[config.mk]
export PLATFORM = sky130hd
export DESIGN_NAME = seq_gen_arbiter_flat
export DESIGN_NICKNAME = d
export VERILOG_FILES = /design/src/rtl/seq_gen_arbiter_pkg.sv /design/src/rtl/seq_gen_arbiter_if.sv /design/src/rtl/seq_gen_arbiter_buf2.sv /design/src/rtl/seq_gen_arbiter.sv /design/src/flat_wrapper.sv
export SDC_FILE = /design/constraint.sdc
export NUM_CORES = 1
export LEC_CHECK = 0
export BUFFER_PORTS_ARGS = -buffer_cell sky130_fd_sc_hd__buf_2
export CORE_MARGIN = 1
export CORE_UTILIZATION = 30
export DETAILED_ROUTE_END_ITERATION = 10
export GPL_TIMING_DRIVEN = 0
export PLACE_DENSITY = 0.55
export SLEW_MARGIN = 30
export SYNTH_ARGS = -nofsm -noshare
export SYNTH_HDL_FRONTEND = slang
export SYNTH_HIERARCHICAL = 1
export SYNTH_SLANG_ARGS = --single-unit
[constraint.sdc]
create_clock -name clk -period 7.1 [get_ports clk]
set_clock_uncertainty 0.05 [all_clocks]
set_input_delay 0.355 -clock clk [delete_from_list [all_inputs] [get_ports clk]]
set_output_delay 0.355 -clock clk [all_outputs]
set_load 0.005 [all_outputs]
[src/rtl/seq_gen_arbiter_pkg.sv]
// Shared types and helpers for the sequence-generator arbiter: FSM state,
// default widths and the round-robin winner search.
package seq_gen_pkg;

    localparam int SEQ_DATA_W = 8;
    localparam int SEQ_LEN_W  = 4;
    localparam int RR_MAX     = 8;
    localparam int RR_IDX_W   = 3;

    typedef enum logic [1:0] {
        IDLE  = 2'd0,
        RUN   = 2'd1,
        DRAIN = 2'd2
    } seq_state_t;

    // First set bit of req searching upward from ptr+1 with wrap at n.
    function automatic logic [RR_IDX_W-1:0] rr_pick(
        input logic [RR_MAX-1:0]   req,
        input logic [RR_IDX_W-1:0] ptr,
        input int                  n
    );
        logic [RR_IDX_W-1:0] win;
        logic [RR_IDX_W-1:0] idx;
        logic                hit;
        win = '0;
        hit = 1'b0;
        for (int i = 1; i <= RR_MAX; i++) begin
            idx = RR_IDX_W'((int'(ptr) + i) % n);
            if (!hit && req[idx]) begin
                win = idx;
                hit = 1'b1;
            end
        end
        return win;
    endfunction

endpackage

[src/rtl/seq_gen_arbiter_if.sv]
// Requester, generator and output-port signals of the arbiter.
// slave = arbiter side, master = clients/generator/consumer side.
interface seq_gen_arbiter_if #(
    parameter int NUM_REQ = 4,
    parameter int LEN_W   = 4,
    parameter int DATA_W  = 8
) ();
    logic [NUM_REQ-1:0]       req;
    logic [NUM_REQ*LEN_W-1:0] req_len;
    logic [NUM_REQ-1:0]       gnt;
    logic [NUM_REQ-1:0]       done;
    logic                     busy;
    logic                     gen_enable;
    logic [DATA_W-1:0]        gen_data;
    logic [DATA_W-1:0]        out_data;
    logic                     out_valid;
    logic                     out_ready;

    modport slave (
        input  req, req_len, gen_data, out_ready,
        output gnt, done, busy, gen_enable, out_data, out_valid
    );

    modport master (
        output req, req_len, gen_data, out_ready,
        input  gnt, done, busy, gen_enable, out_data, out_valid
    );
endinterface

[src/rtl/seq_gen_arbiter_buf2.sv]
// Two-entry FIFO between generator data and the output port.
// Writer never pushes into a full buffer without a simultaneous pop.
module seq_gen_buf2 #(
    parameter int DATA_W = 8
) (
    input  logic              clk,
    input  logic              rst_n,
    input  logic              i_wr_en,
    input  logic [DATA_W-1:0] i_wr_data,
    input  logic              i_rd_en,
    output logic [DATA_W-1:0] o_rd_data,
    output logic [1:0]        o_occ
);
    logic [DATA_W-1:0] r_mem [2];
    logic              r_wr_ptr;
    logic              r_rd_ptr;
    logic [1:0]        r_occ;
    logic              w_pop;

    assign w_pop     = i_rd_en && (r_occ != 2'd0);
    assign o_rd_data = r_mem[r_rd_ptr];
    assign o_occ     = r_occ;

    always_ff @(posedge clk or negedge rst_n) begin
        if (!rst_n) begin
            r_mem[0] <= '0;
            r_mem[1] <= '0;
            r_wr_ptr <= 1'b0;
            r_rd_ptr <= 1'b0;
            r_occ    <= 2'd0;
        end else begin
            if (i_wr_en) begin
                r_mem[r_wr_ptr] <= i_wr_data;
                r_wr_ptr        <= ~r_wr_ptr;
            end
            if (w_pop) begin
                r_rd_ptr <= ~r_rd_ptr;
            end
            case ({i_wr_en, w_pop})
                2'b10:   r_occ <= r_occ + 2'd1;
                2'b01:   r_occ <= r_occ - 2'd1;
                default: r_occ <= r_occ;
            endcase
        end
    end
endmodule

[src/rtl/seq_gen_arbiter.sv]
// Round-robin arbiter and burst sequencer sharing one sequence generator
// between NUM_REQ requesters; returned bytes leave through a 2-entry buffer.
module seq_gen_arbiter
    import seq_gen_pkg::*;
#(
    parameter int NUM_REQ = 4,
    parameter int LEN_W   = SEQ_LEN_W,
    parameter int DATA_W  = SEQ_DATA_W
) (
    input logic              clk,
    input logic              reset_n,
    seq_gen_arbiter_if.slave bus
);
    localparam int CNT_W = LEN_W + 1;

    seq_state_t          r_state;
    logic [NUM_REQ-1:0]  r_gnt;
    logic                r_busy;
    logic [CNT_W-1:0]    r_issue_cnt;
    logic [CNT_W-1:0]    r_ret_cnt;
    logic [RR_IDX_W-1:0] r_rr_ptr;
    logic                r_inflight;

    logic [RR_MAX-1:0]   w_req_ext;
    logic [RR_IDX_W-1:0] w_winner;
    logic [LEN_W-1:0]    w_win_len;
    logic [CNT_W-1:0]    w_burst_len;
    logic [1:0]          w_occ;
    logic [DATA_W-1:0]   w_head;
    logic                w_out_valid;
    logic                w_pop;
    logic [2:0]          w_level;
    logic                w_gen_enable;
    logic                w_last_pop;

    assign w_req_ext   = RR_MAX'(bus.req);
    assign w_winner    = rr_pick(w_req_ext, r_rr_ptr, NUM_REQ);
    assign w_win_len   = bus.req_len[int'(w_winner)*LEN_W +: LEN_W];
    assign w_burst_len = (w_win_len == '0) ? CNT_W'(2**LEN_W) : CNT_W'(w_win_len);

    assign w_out_valid = (w_occ != 2'd0);
    assign w_pop       = w_out_valid && bus.out_ready;
    // Credit: buffered + in-flight bytes after this cycle's pop must leave room.
    assign w_level      = 3'(w_occ) + 3'(r_inflight) - 3'(w_pop);
    assign w_gen_enable = (r_state == RUN) && (r_issue_cnt != '0) && (w_level < 3'd2);
    assign w_last_pop   = (r_state == DRAIN) && w_pop && (r_ret_cnt == CNT_W'(1));

    seq_gen_buf2 #(.DATA_W(DATA_W)) u_buf (
        .clk       (clk),
        .rst_n     (reset_n),
        .i_wr_en   (r_inflight),
        .i_wr_data (bus.gen_data),
        .i_rd_en   (w_pop),
        .o_rd_data (w_head),
        .o_occ     (w_occ)
    );

    always_ff @(posedge clk or negedge reset_n) begin
        if (!reset_n) begin
            r_state     <= IDLE;
            r_gnt       <= '0;
            r_busy      <= 1'b0;
            r_issue_cnt <= '0;
            r_ret_cnt   <= '0;
            r_rr_ptr    <= RR_IDX_W'(NUM_REQ - 1);
            r_inflight  <= 1'b0;
        end else begin
            r_inflight <= w_gen_enable;
            if (w_pop) begin
                r_ret_cnt <= r_ret_cnt - CNT_W'(1);
            end
            case (r_state)
                IDLE: begin
                    if (bus.req != '0) begin
                        r_gnt       <= NUM_REQ'(1) << w_winner;
                        r_issue_cnt <= w_burst_len;
                        r_ret_cnt   <= w_burst_len;
                        r_rr_ptr    <= w_winner;
                        r_busy      <= 1'b1;
                        r_state     <= RUN;
                    end
                end
                RUN: begin
                    if (w_gen_enable) begin
                        r_issue_cnt <= r_issue_cnt - CNT_W'(1);
                        if (r_issue_cnt == CNT_W'(1)) begin
                            r_state <= DRAIN;
                        end
                    end
                end
                DRAIN: begin
                    if (w_last_pop) begin
                        r_gnt   <= '0;
                        r_busy  <= 1'b0;
                        r_state <= IDLE;
                    end
                end
                default: r_state <= IDLE;
            endcase
        end
    end

    assign bus.gnt        = r_gnt;
    assign bus.busy       = r_busy;
    assign bus.done       = w_last_pop ? r_gnt : '0;
    assign bus.gen_enable = w_gen_enable;
    assign bus.out_data   = w_head;
    assign bus.out_valid  = w_out_valid;
endmodule

[src/flat_wrapper.sv]
// flat-port wrapper written by rule: the top's interface ports become plain ports
module seq_gen_arbiter_flat import seq_gen_pkg::*;
#(
    parameter int NUM_REQ = 4,
    parameter int LEN_W   = SEQ_LEN_W,
    parameter int DATA_W  = SEQ_DATA_W
)
  (clk, reset_n, bus_req, bus_req_len, bus_gen_data, bus_out_ready, bus_gnt, bus_done, bus_busy, bus_gen_enable, bus_out_data, bus_out_valid);
  seq_gen_arbiter_if #(.NUM_REQ(NUM_REQ), .LEN_W(LEN_W), .DATA_W(DATA_W)) bus_i ();
  input logic clk;
  input logic reset_n;
  input wire logic [$bits(bus_i.req)-1:0] bus_req;
  input wire logic [$bits(bus_i.req_len)-1:0] bus_req_len;
  input wire logic [$bits(bus_i.gen_data)-1:0] bus_gen_data;
  input wire logic [$bits(bus_i.out_ready)-1:0] bus_out_ready;
  output wire logic [$bits(bus_i.gnt)-1:0] bus_gnt;
  output wire logic [$bits(bus_i.done)-1:0] bus_done;
  output wire logic [$bits(bus_i.busy)-1:0] bus_busy;
  output wire logic [$bits(bus_i.gen_enable)-1:0] bus_gen_enable;
  output wire logic [$bits(bus_i.out_data)-1:0] bus_out_data;
  output wire logic [$bits(bus_i.out_valid)-1:0] bus_out_valid;
  assign bus_i.req = bus_req;
  assign bus_i.req_len = bus_req_len;
  assign bus_i.gen_data = bus_gen_data;
  assign bus_i.out_ready = bus_out_ready;
  assign bus_gnt = bus_i.gnt;
  assign bus_done = bus_i.done;
  assign bus_busy = bus_i.busy;
  assign bus_gen_enable = bus_i.gen_enable;
  assign bus_out_data = bus_i.out_data;
  assign bus_out_valid = bus_i.out_valid;
  seq_gen_arbiter #(.NUM_REQ(NUM_REQ), .LEN_W(LEN_W), .DATA_W(DATA_W)) u_core (.clk(clk), .reset_n(reset_n), .bus(bus_i));
endmodule
==> After elaboration in Yosys (flattened, before gate mapping) <==
Cells that the tools add are included.
{ "word_totals": {"reg_bits": 40, "output_inout_bits": 19, "elab_cells": 160} }
{ "classes": {"n_addsub": 14, "n_lt_le_gt_ge": 12, "eq_ne": 10, "shifts": 2, "muxes": 57, "bitwise": 12, "reduce_logical": 41} }
{ "op_table": {"columns": ["operator", "count"], "rows": [
  ["$lt 3x4->1 const B", 8],
  ["$mux 8", 4],
  ["$mux 5", 6],
  ["$bmux 1 s3", 8],
  ["$mux 3", 8],
  ["$mux 1", 17],
  ["$bwmux 16", 1],
  ["$reduce_or 2->1", 8],
  ["$shiftx 16x6->4", 1],
  ["$logic_and 1x1->1", 14],
  ["$mux 4", 3],
  ["$add 2x1->2 const B", 5],
  ["$eq 5x1->1 const B", 2],
  ["$pmux 5 s2", 1],
  ["$sub 5x1->5 const B", 2],
  ["$add 2x2->2 const B", 4],
  ["$and 1x1->1 const A", 8],
  ["$demux 8 s1", 1],
  ["$mux 2", 4],
  ["$pmux 4 s2", 1],
  ["$reduce_bool 2->1", 4],
  ["$logic_not 1->1", 7],
  ["$ne 2x1->1 const B", 3],
  ["$pmux 2 s3", 1],
  ["21 further kinds", 27]
]} }

==> Depth between registers and ports, before layout <==
Gate-level depths: netlist of the first run.
{ "logic_depth": {"word_depth": 32, "mapped_depth": 11, "depth_no_buf": 11} }

==> Cells and area by module <==
The synthesis of the first run kept the hierarchy.
{ "modules_own_cells": {"columns": ["mod", "instances", "cells_per_inst", "area_per_inst_um2", "seq_area_each_um2"], "rows": [
  ["seq_gen_arbiter", 1, 146, 1330.0, 503.0],
  ["seq_gen_buf2", 1, 56, 864.6, 500.5]
]} }

==> Worst setup path before layout of the first run <==
OpenSTA, ideal clock, no wires.
{ "synth_timing": {"path_kind": "register -> register", "start": "reg u_core.u_buf.r_occ[1] (netlist: u_core/u_buf/o_occ[1])", "end": "reg u_core.r_issue_cnt[2]", "setup_ns": 0.140, "arrival_time_ns": 2.784, "required_time_ns": 6.910, "path_slack_ns": 4.126, "stages_incl_launch_ff": 12, "path_buffers": 0, "period_less_slack_ns": 2.974, "path_cell_list": "dfrtp_1 or2_1 nand2_1 inv_1 ha_1 nand2b_1 fa_1 xor2_1 a2111oi_4 nor2_1 o21ai_1 o221ai_1"} }
{ "synth_via": {"elab_chain_cells": 7, "word_cells_on_any_way": 8, "classes_between": "2 x add/sub; 1 x order compare; 1 x eq/ne; 4 x reduce/logical"} }
{ "synth_lines": {"columns": ["item", "line_no", "text"], "rows": [
  ["start: declaration", "seq_gen_arbiter_buf2.sv:17", "logic [1:0] r_occ;"],
  ["start signal: assignment", "seq_gen_arbiter_buf2.sv:40", "2'b10: r_occ <= r_occ + 2'd1;"],
  ["start signal: assignment", "seq_gen_arbiter_buf2.sv:41", "2'b01: r_occ <= r_occ - 2'd1;"],
  ["start signal: assignment", "seq_gen_arbiter_buf2.sv:42", "default: r_occ <= r_occ;"],
  ["$reduce_bool 2->1", "seq_gen_arbiter.sv:41", "assign w_out_valid = (w_occ != 2'd0);"],
  ["via bus_out_valid", "flat_wrapper.sv:21", "output wire logic [$bits(bus_i.out_valid)-1:0] bus_out_valid;"],
  ["$logic_and 1x1->1", "seq_gen_arbiter.sv:42", "assign w_pop = w_out_valid && bus.out_ready;"],
  ["via u_core.w_pop", "seq_gen_arbiter.sv:31", "logic w_pop;"],
  ["$sub 3x1->3", "seq_gen_arbiter.sv:44", "assign w_level = 3'(w_occ) + 3'(r_inflight) - 3'(w_pop);"],
  ["$lt 3x2->1", "seq_gen_arbiter.sv:45", "assign w_gen_enable = (r_state == RUN) && (r_issue_cnt != '0) && (w_level < 3'd2);"],
  ["$logic_and 1x1->1", "seq_gen_arbiter.sv:45", null],
  ["via bus_gen_enable", "flat_wrapper.sv:19", "output wire logic [$bits(bus_i.gen_enable)-1:0] bus_gen_enable;"],
  ["$ne 2x1->1 (no source line)", null, null],
  ["$reduce_and 3->1 (no source line)", null, null],
  ["end signal: assignment", "seq_gen_arbiter.sv:76", "r_issue_cnt <= w_burst_len;"],
  ["end signal: assignment", "seq_gen_arbiter.sv:85", "r_issue_cnt <= r_issue_cnt - CNT_W'(1);"],
  ["end: declaration", "seq_gen_arbiter.sv:19", "logic [CNT_W-1:0] r_issue_cnt;"]
]} }
The timed path passes the listed nets, and every way through them passes these cells.
A chain may end at the register's enable or synchronous reset.

==> Worst setup path in the final report of the first run <==
{ "layout_timing": {"start": "reg u_core.u_buf.r_occ[1] (netlist: u_core/u_buf/o_occ[1])", "end": "out bus_gen_enable"} }
{ "layout_via": {"elab_chain_cells": 5, "word_cells_on_any_way": 6, "classes_between": "2 x add/sub; 1 x order compare; 3 x reduce/logical"} }
{ "layout_lines": {"columns": ["item", "line_no"], "rows": [
  ["$reduce_bool 2->1", "seq_gen_arbiter.sv:41"],
  ["$logic_and 1x1->1", "seq_gen_arbiter.sv:42"],
  ["via u_core.w_pop", "seq_gen_arbiter.sv:31"],
  ["$sub 3x1->3", "seq_gen_arbiter.sv:44"],
  ["$lt 3x2->1", "seq_gen_arbiter.sv:45"],
  ["$logic_and 1x1->1", "seq_gen_arbiter.sv:45"],
  ["end: declaration", "flat_wrapper.sv:19"]
]} }
The timed path passes the listed nets, and every way through them passes these cells.

==> results of run 1 <==
==> layer usage <==
layer	vias up	global-route usage	part of all wire
met1	791	0.175	0.50
met2	55	0.196	0.43
met3	2	0.0330	0.068
met4	0	0.0313	0.0046
met5	-	0	0
li1	824	-	-
==> cells by family (layout without fill, tap and decap cells) <==
logic type / Yosys count / in the layout / synth area share
and+or+nand+nor: 67 / 67 / 0.151
DFF: 40 / 40 / 0.457
AOI/OAI and AO/OA: 39 / 39 / 0.143
muxes: 26 / 26 / 0.135
buffers and inverters: 13 / 70 / 0.0296
xor gates and xnor gates: 9 / 9 / 0.0359
adders and majority gates: 8 / 8 / 0.0490
==> power by group through the flow <==
stage / sequential, mW / combinational [mW] / clock (mW)
after floorplan: 0.417 / 0.455 / 0
after global placement: 0.433 / 0.598 / 0
after detailed placement: 0.437 / 0.605 / 0
after CTS: 0.433 / 0.609 / 0.192
after global routing: 0.448 / 0.680 / 0.200
final: 0.432 / 0.600 / 0.186
==> how the worst min path moves through the flow <==
stage                          from                      to
global placement    u_core/bus.busy         u_core/bus.busy
floorplan                   reset_n         u_core/bus.busy
CTS                         reset_n   u_core/u_buf/r_mem[8]
detailed placement  u_core/bus.busy         u_core/bus.busy
global route                reset_n  u_core/u_buf/r_mem[15]
finish                      reset_n  u_core/u_buf/r_mem[15]
==> sequential cells by signal, indices dropped and copies added (netlist names) <==
register,cells
u_core/r_rr_ptr,2
u_core/u_buf/r_rd_ptr,1
u_core/u_buf/r_wr_ptr,1
u_core/r_inflight,1
u_core/bus.busy,1
u_core/r_ret_cnt,5
u_core/bus.gnt,4
u_core/u_buf/r_mem,16
u_core/r_state,2
u_core/r_issue_cnt,5
u_core/u_buf/o_occ,2
==> final cells by class <==
cell class                 instances  share of cell area
timing repair buffer              49              0.0927
inverter                           8              0.0112
clock inverter                     3              0.0159
sequential                        40               0.375
tap                               96              0.0449
clock buffer                       5              0.0257
multi-input combinational        149               0.421
buffer                             5              0.0131
==> per-stage QoR <==
stage	std cells	setup slack (ps)	hold WS, ps
6_report	355	3590	-11.2
5_1_grt	355	3390	16.4
4_1_cts	355	3560	176
3_5_place_dp	347	3810	422
3_3_place_gp	347	3810	415
2_1_floorplan	202	4130	9.41
==> cells in the mapped netlist, drive strengths merged (4+ instances only) <==
library cell,n,area [um2]
inv,8,30.0
o21ai,11,58.8
nor2,17,71.3
a32o,6,61.3
nor3,4,20.0
and2,4,25.0
mux2,25,285
dfrtp,38,951
a21oi,7,46.3
xor2,6,52.6
nand2,26,100
ha,7,87.6
nand2b,4,25.0
==> critical path, delay by kind of cell, from the launching register on <==
kind | cells | cell delay [ps]
fa+ha+maj | 2 | 650
compound gates | 1 | 570
simple gates | 3 | 600
xor+xnor | 1 | 180
flops | 1 | 460
buf+inv | 2 | 350
==> impl_results.md, run 1 <==
- Die ar.: 7660 um2
- Post-route ant nets: 0
- Post-CTS setup buffers: 0
- Overall routing resource usage: 0.126
- Initial antenna violation count: 0
- Critical path origin: u_core/u_buf/o_occ[1]
- Final setup fails: 0
- Worst vdd ir: 0.232 mV
- Fillcell total: 707
- Slew margin rel.: 0.442
- Share of layout cells above drive strength 1: 0.386
- Reg power frac: 0.355
- Setup TNS Final: 0 ps
- First-pass GRT wire length: 7560 um
- Reg-to-Reg End: u_core/r_issue_cnt[2]
- Post-synth top flop: dfrtp_1
- Die Y: 87.5 um
- DRC: 0
- RSZ-0062 raised after global routing: no
- Initial Utilization: 0.316
- Average routed wire per standard cell: 12.9 um
- Failing checks: negative hold slack
- Initial DRC count: 55
- Tightest Hold Check Type: primary input to asynchronous set/reset pin
- Hpwl dp: 3300 um
- Clk_lat worst skew: 290 ps
- PostCTS Resize Cnt: 0
- Worst path slowest cell: a2111oi_4
- R2R depth: 11
- CP Launch Type: register
- Core Util, Final: 0.385
- Seq cells post-synth: 40
- Netlist Area Pre-Place: 2190 um2
- Area growth, synth to finish: 21.8%
- Clock Path Buffers: 2
- Iteration count of the initial detailed-routing pass: 4
- Design area: 2670 um2
- Largest net degree at the start of global routing: 41
- Highest cell delay on the worst timing path: 570 ps
- Fin. max-slew vios: 0
- Critical Path AT: 3110 ps
- IO Port Bufs: 49
- Final hold viol count: 27
- CP Cell Sequence: or2_1 -> nand2_1 -> inv_1 -> ha_1 -> nand2b_1 -> fa_1 -> xor2_1 -> a2111oi_4 -> buf_2
- CORE AREA: 6940 um2
- Capturing element type of the critical path: output pin
- # diodes: 0
- Clock Pin Slew Worst Setup and Hold Paths: 80 ps
- DP Area: 2560 um2
- Multi-input gate area: 1130 um2
- Async set-reset flop share out of synthesis: 1.00
- Setup slack, reg-to-reg: 3800 ps
- NumNets Final: 297
- Vias in the first global route: 1586
- Root Buffer: clkbuf_8
- FF/Latch Area: 1000 um2
- Switching power: 0.460 mW
- Final period util: 0.495
- Combinational power share: 0.493
- Number of vias per cell: 4.71
- Switching part of the total: 0.378
- Cell variety after synth: 48
- EDFF count, synth: 0
- P_int: 0.758 mW
- Final Power: 1.22 mW
- Routability cong.: 0.800
- Clk pwr share: 0.153
- Syn Area/Cell: 10.9 um2
- Maxcap violations: 0
- Crit path kind: register to output pin
- H-tree depth: 2
- Core Rows: 30
- Via count: 1672
- Max FO, Critical Path: 8
- Total I/O pin count: 50
- Die span in x: 87.5 um
- Synthesized Nets: 241
- Fin crit period: 3510 ps
- Worst hold slack: -11.2 ps
- Sink Count: 40
- Fmax: 285 MHz
- Sequential area share after synthesis: 0.457
- CTS tree: built
- Measured slew at the worst slew-check pin: 831 ps
- Drt total wl: 4560 um
- Most frequent cells in the layout: 49 x buf_2, 38 x dfrtp_1, 25 x nand2_1
- R2r startpoint: u_core/u_buf/o_occ[1]
- Gr ovfl total: 0
- Number of CTS-inserted buffers: 5
- Commonest non-fill, non-tap cell in the layout: buf_2
- Hold buffers post-CTS: 0
- Status: finished, violations left
- Crit path capture: bus_gen_enable
- Syn. warnings: 6
- Lkg Pwr: 1.24 nW
- Worst Path Required: 6690 ps
- Post-Syn Instances: 202
- Pwr per Cell Area: 456 nW/um2
Power figures use the tool's default switching activity.
==> run 2, diff against run 1 <==
--- a/config.mk
+++ b/config.mk
@@ -10,7 +10,7 @@
 export CORE_UTILIZATION = 30
 export DETAILED_ROUTE_END_ITERATION = 10
 export GPL_TIMING_DRIVEN = 0
-export PLACE_DENSITY = 0.55
+export PLACE_DENSITY = 0.57
 export SLEW_MARGIN = 30
 export SYNTH_ARGS = -nofsm -noshare
 export SYNTH_HDL_FRONTEND = slang
==> constraint.sdc (replaced) <==
create_clock -name clk -period 3 [get_ports clk]
set_clock_uncertainty 0.05 [all_clocks]
set_input_delay 0.15 -clock clk [delete_from_list [all_inputs] [get_ports clk]]
set_output_delay 0.15 -clock clk [all_outputs]
set_load 0.005 [all_outputs]
==> impl_results.md, run 2 (synthesis results as in run 1) <==
- Multi-input gate area: 1130 um2 (+0.78%)
- Hold_sp: bus_gen_data[5]
- Routability cong.: 0.820 (+2.5%)
- Worst vdd ir: 0.466 mV (+100%)
- Vias in the first global route: 1641 (+3.5%)
- Biggest register: u_core/u_buf/r_mem
- Share of layout cells above drive strength 1: 0.408 (+0.0214)
- Max FFs per register: 16 (unchanged)
- Final hold viol count: 0 (-100%)
- Largest registers: u_core/u_buf/r_mem: 16 flops, u_core/r_issue_cnt: 5 flops, u_core/r_ret_cnt: 5 flops
- Crit path kind: register to output pin
- CTS tree: built
- Commonest non-fill, non-tap cell in the layout: buf_2
- First-pass GRT wire length: 7600 um (+0.54%)
- Total I/O pin count: 50 (unchanged)
- Reg power frac: 0.349 (-0.006)
- Critical Path AT: 2670 ps (-440 ps)
- Number of vias per cell: 4.71 (about the same)
- Sink Count: 40 (unchanged)
- Critical path origin: u_core/u_buf/o_occ[1]
- Number of CTS-inserted buffers: 5 (unchanged)
- Switching part of the total: 0.386 (+0.00845)
- Worst hold slack: 53.4 ps (+64.6 ps)
- CP Cell Sequence: or2_1 -> nand2_2 -> inv_1 -> ha_1 -> nand2b_1 -> fa_1 -> xor2_1 -> a2111oi_4 -> buf_2
- Measured slew at the worst slew-check pin: 881 ps (+50.1 ps)
- Hpwl dp: 3430 um (+4.1%)
- Worst Path Required: 2800 ps (-3890 ps)
- CP Launch Type: register
- Clk pwr share: 0.120 (-0.033)
- Gr ovfl total: 0 (unchanged)
- Clock Pin Slew Worst Setup and Hold Paths: 70 ps (about the same)
- DRC: 0 (unchanged)
- RSZ-0062 raised after global routing: no
- Met3 routed WL: 219 um (-29%)
- Final setup fails: 0 (unchanged)
- Die span in x: 87.5 um (unchanged)
- Root Buffer: clkbuf_8
- Met2 wire length: 2160 um (+11%)
- DP Area: 2560 um2 (unchanged)
- Largest net degree at the start of global routing: 41 (unchanged)
- Highest cell delay on the worst timing path: 400 ps (-170 ps)
- Fillcell total: 697 (-1.4%)
- R2r startpoint: u_core/u_buf/o_occ[1]
- Maxcap violations: 0 (unchanged)
- Die ar.: 7660 um2 (unchanged)
- NumNets Final: 303 (+2.0%)
- Met1 WL: 2240 um (-2.1%)
- Switching power: 1.12 mW (+140%)
- Pwr per Cell Area: 1070 nW/um2 (+130%)
- Combinational power share: 0.531 (+0.038)
- FF/Latch Area: 1010 um2 (+0.25%)
- Max FO, Critical Path: 4 (-4)
- Core Rows: 30 (unchanged)
- Crit path buf inv count: 2 (unchanged)
- Initial Utilization: 0.316 (unchanged)
- Drt total wl: 4680 um (+2.6%)
- Die Y: 87.5 um (unchanged)
- Worst path slowest cell: dfrtp_2
- Post-route ant nets: 0 (unchanged)
- IO Port Bufs: 49 (unchanged)
- Clk_lat worst skew: 290 ps (about the same)
- Fin. max-slew vios: 0 (unchanged)
- Fin crit period: 2870 ps
- Initial DRC count: 69 (+25%)
- Clock Path Buffers: 2 (unchanged)
- Most frequent cells in the layout: 49 x buf_2, 36 x dfrtp_1, 24 x nand2_1, 24 x mux2_2, 15 x nor2_1
- Via count: 1701 (+1.7%)
- Highest Signal Layer: met4
- Tightest Hold Check Type: primary input to register
- Area growth, synth to finish: 23.3%
- # diodes: 0 (unchanged)
- Initial antenna violation count: 0 (unchanged)
- Fmax: 348 MHz
- Lkg Pwr: 1.26 nW (+1.5%)
- Average routed wire per standard cell: 13.0 um (+0.86%)
- H-tree depth: 2 (unchanged)
- Overall routing resource usage: 0.128 (+0.00221)
- Capturing element type of the critical path: output pin
- CORE AREA: 6940 um2 (unchanged)
- P_int: 1.78 mW (+130%)
- Status: finished clean
- Design area: 2710 um2 (+1.2%)
- CP delay by family, top: adder cells
- Final period util: 0.957
- Slew margin rel.: 0.408 (-0.0336)
- Iteration count of the initial detailed-routing pass: 4 (unchanged)
run 2: worst paths after layout:
| path | endpoint | slack [ps] | depth (start not counted) |
|---|---|---|---|
| max reg2reg | u_core/r_state[0] | 170 | 12 |
| min in group asynchronous | u_core/u_buf/r_mem[12] | 320 | 2 |
| max in group asynchronous | u_core/u_buf/o_occ[1] | 2200 | 2 |
| min | u_core/u_buf/r_mem[5] | 50 | 2 |
| min reg2reg | u_core/bus.busy | 440 | 2 |
| max | bus_gen_enable | 130 | 9 |
run 2: worst reg2reg max path, delay by kind of cell, from the launching register on:
family          cells  cell delay [ps]
simple gates        5              670
fa+ha+maj           2              650
compound gates      2              500
flops               1              400
buf+inv             2              290
xor+xnor            1              180
run 2: metrics by stage:
stage	util	power (mW)	setup slack, ps	TNS, ps	instances
4_1_cts	0.385	2.88	21.7	0	358
2_1_floorplan	-	2.06	26.1	0	202
5_1_grt	0.390	3.14	1.52	0	361
3_3_place_gp	0.369	2.44	-302	-1250	347
6_report	0.390	2.90	129	0	361
3_5_place_dp	0.369	2.48	-289	-1130	347
run 2: cell type report:
| cell class | count | share of cell area |
|---|---|---|
| Clock inverter | 1 | 0.00324 |
| Tap cell | 96 | 0.0444 |
| Timing Repair Buffer | 55 | 0.109 |
| Clock buffer | 7 | 0.0282 |
| Multi-Input combinational cell | 149 | 0.419 |
| Sequential cell | 40 | 0.372 |
| Buffer | 5 | 0.0129 |
| Inverter | 8 | 0.0111 |
run 2: timing repair:
action                                  CTS  global route
pin swaps                                 2             1
hold endpoints to repair                 38             0
hold buffers                              1             0
buffers inserted                          2             3
endpoints found under the setup margin    7             6
gates resized for setup                   2             3
run 2: metal layers:
| layer | track usage | vias up |
|---|---|---|
| met4 | 0.0432 | 0 |
| met1 | 0.171 | 810 |
| met5 | 0 | - |
| li1 | - | 837 |
| met2 | 0.204 | 46 |
| met3 | 0.0320 | 8 |
run 2: power groups by stage:
stage / clock (mW) / combinational, mW / sequential [mW]
2_1_floorplan: 0 / 1.08 / 0.987
3_3_place_gp: 0 / 1.42 / 1.03
3_5_place_dp: 0 / 1.44 / 1.04
4_1_cts: 0.364 / 1.49 / 1.03
5_1_grt: 0.387 / 1.71 / 1.05
6_report: 0.347 / 1.54 / 1.01
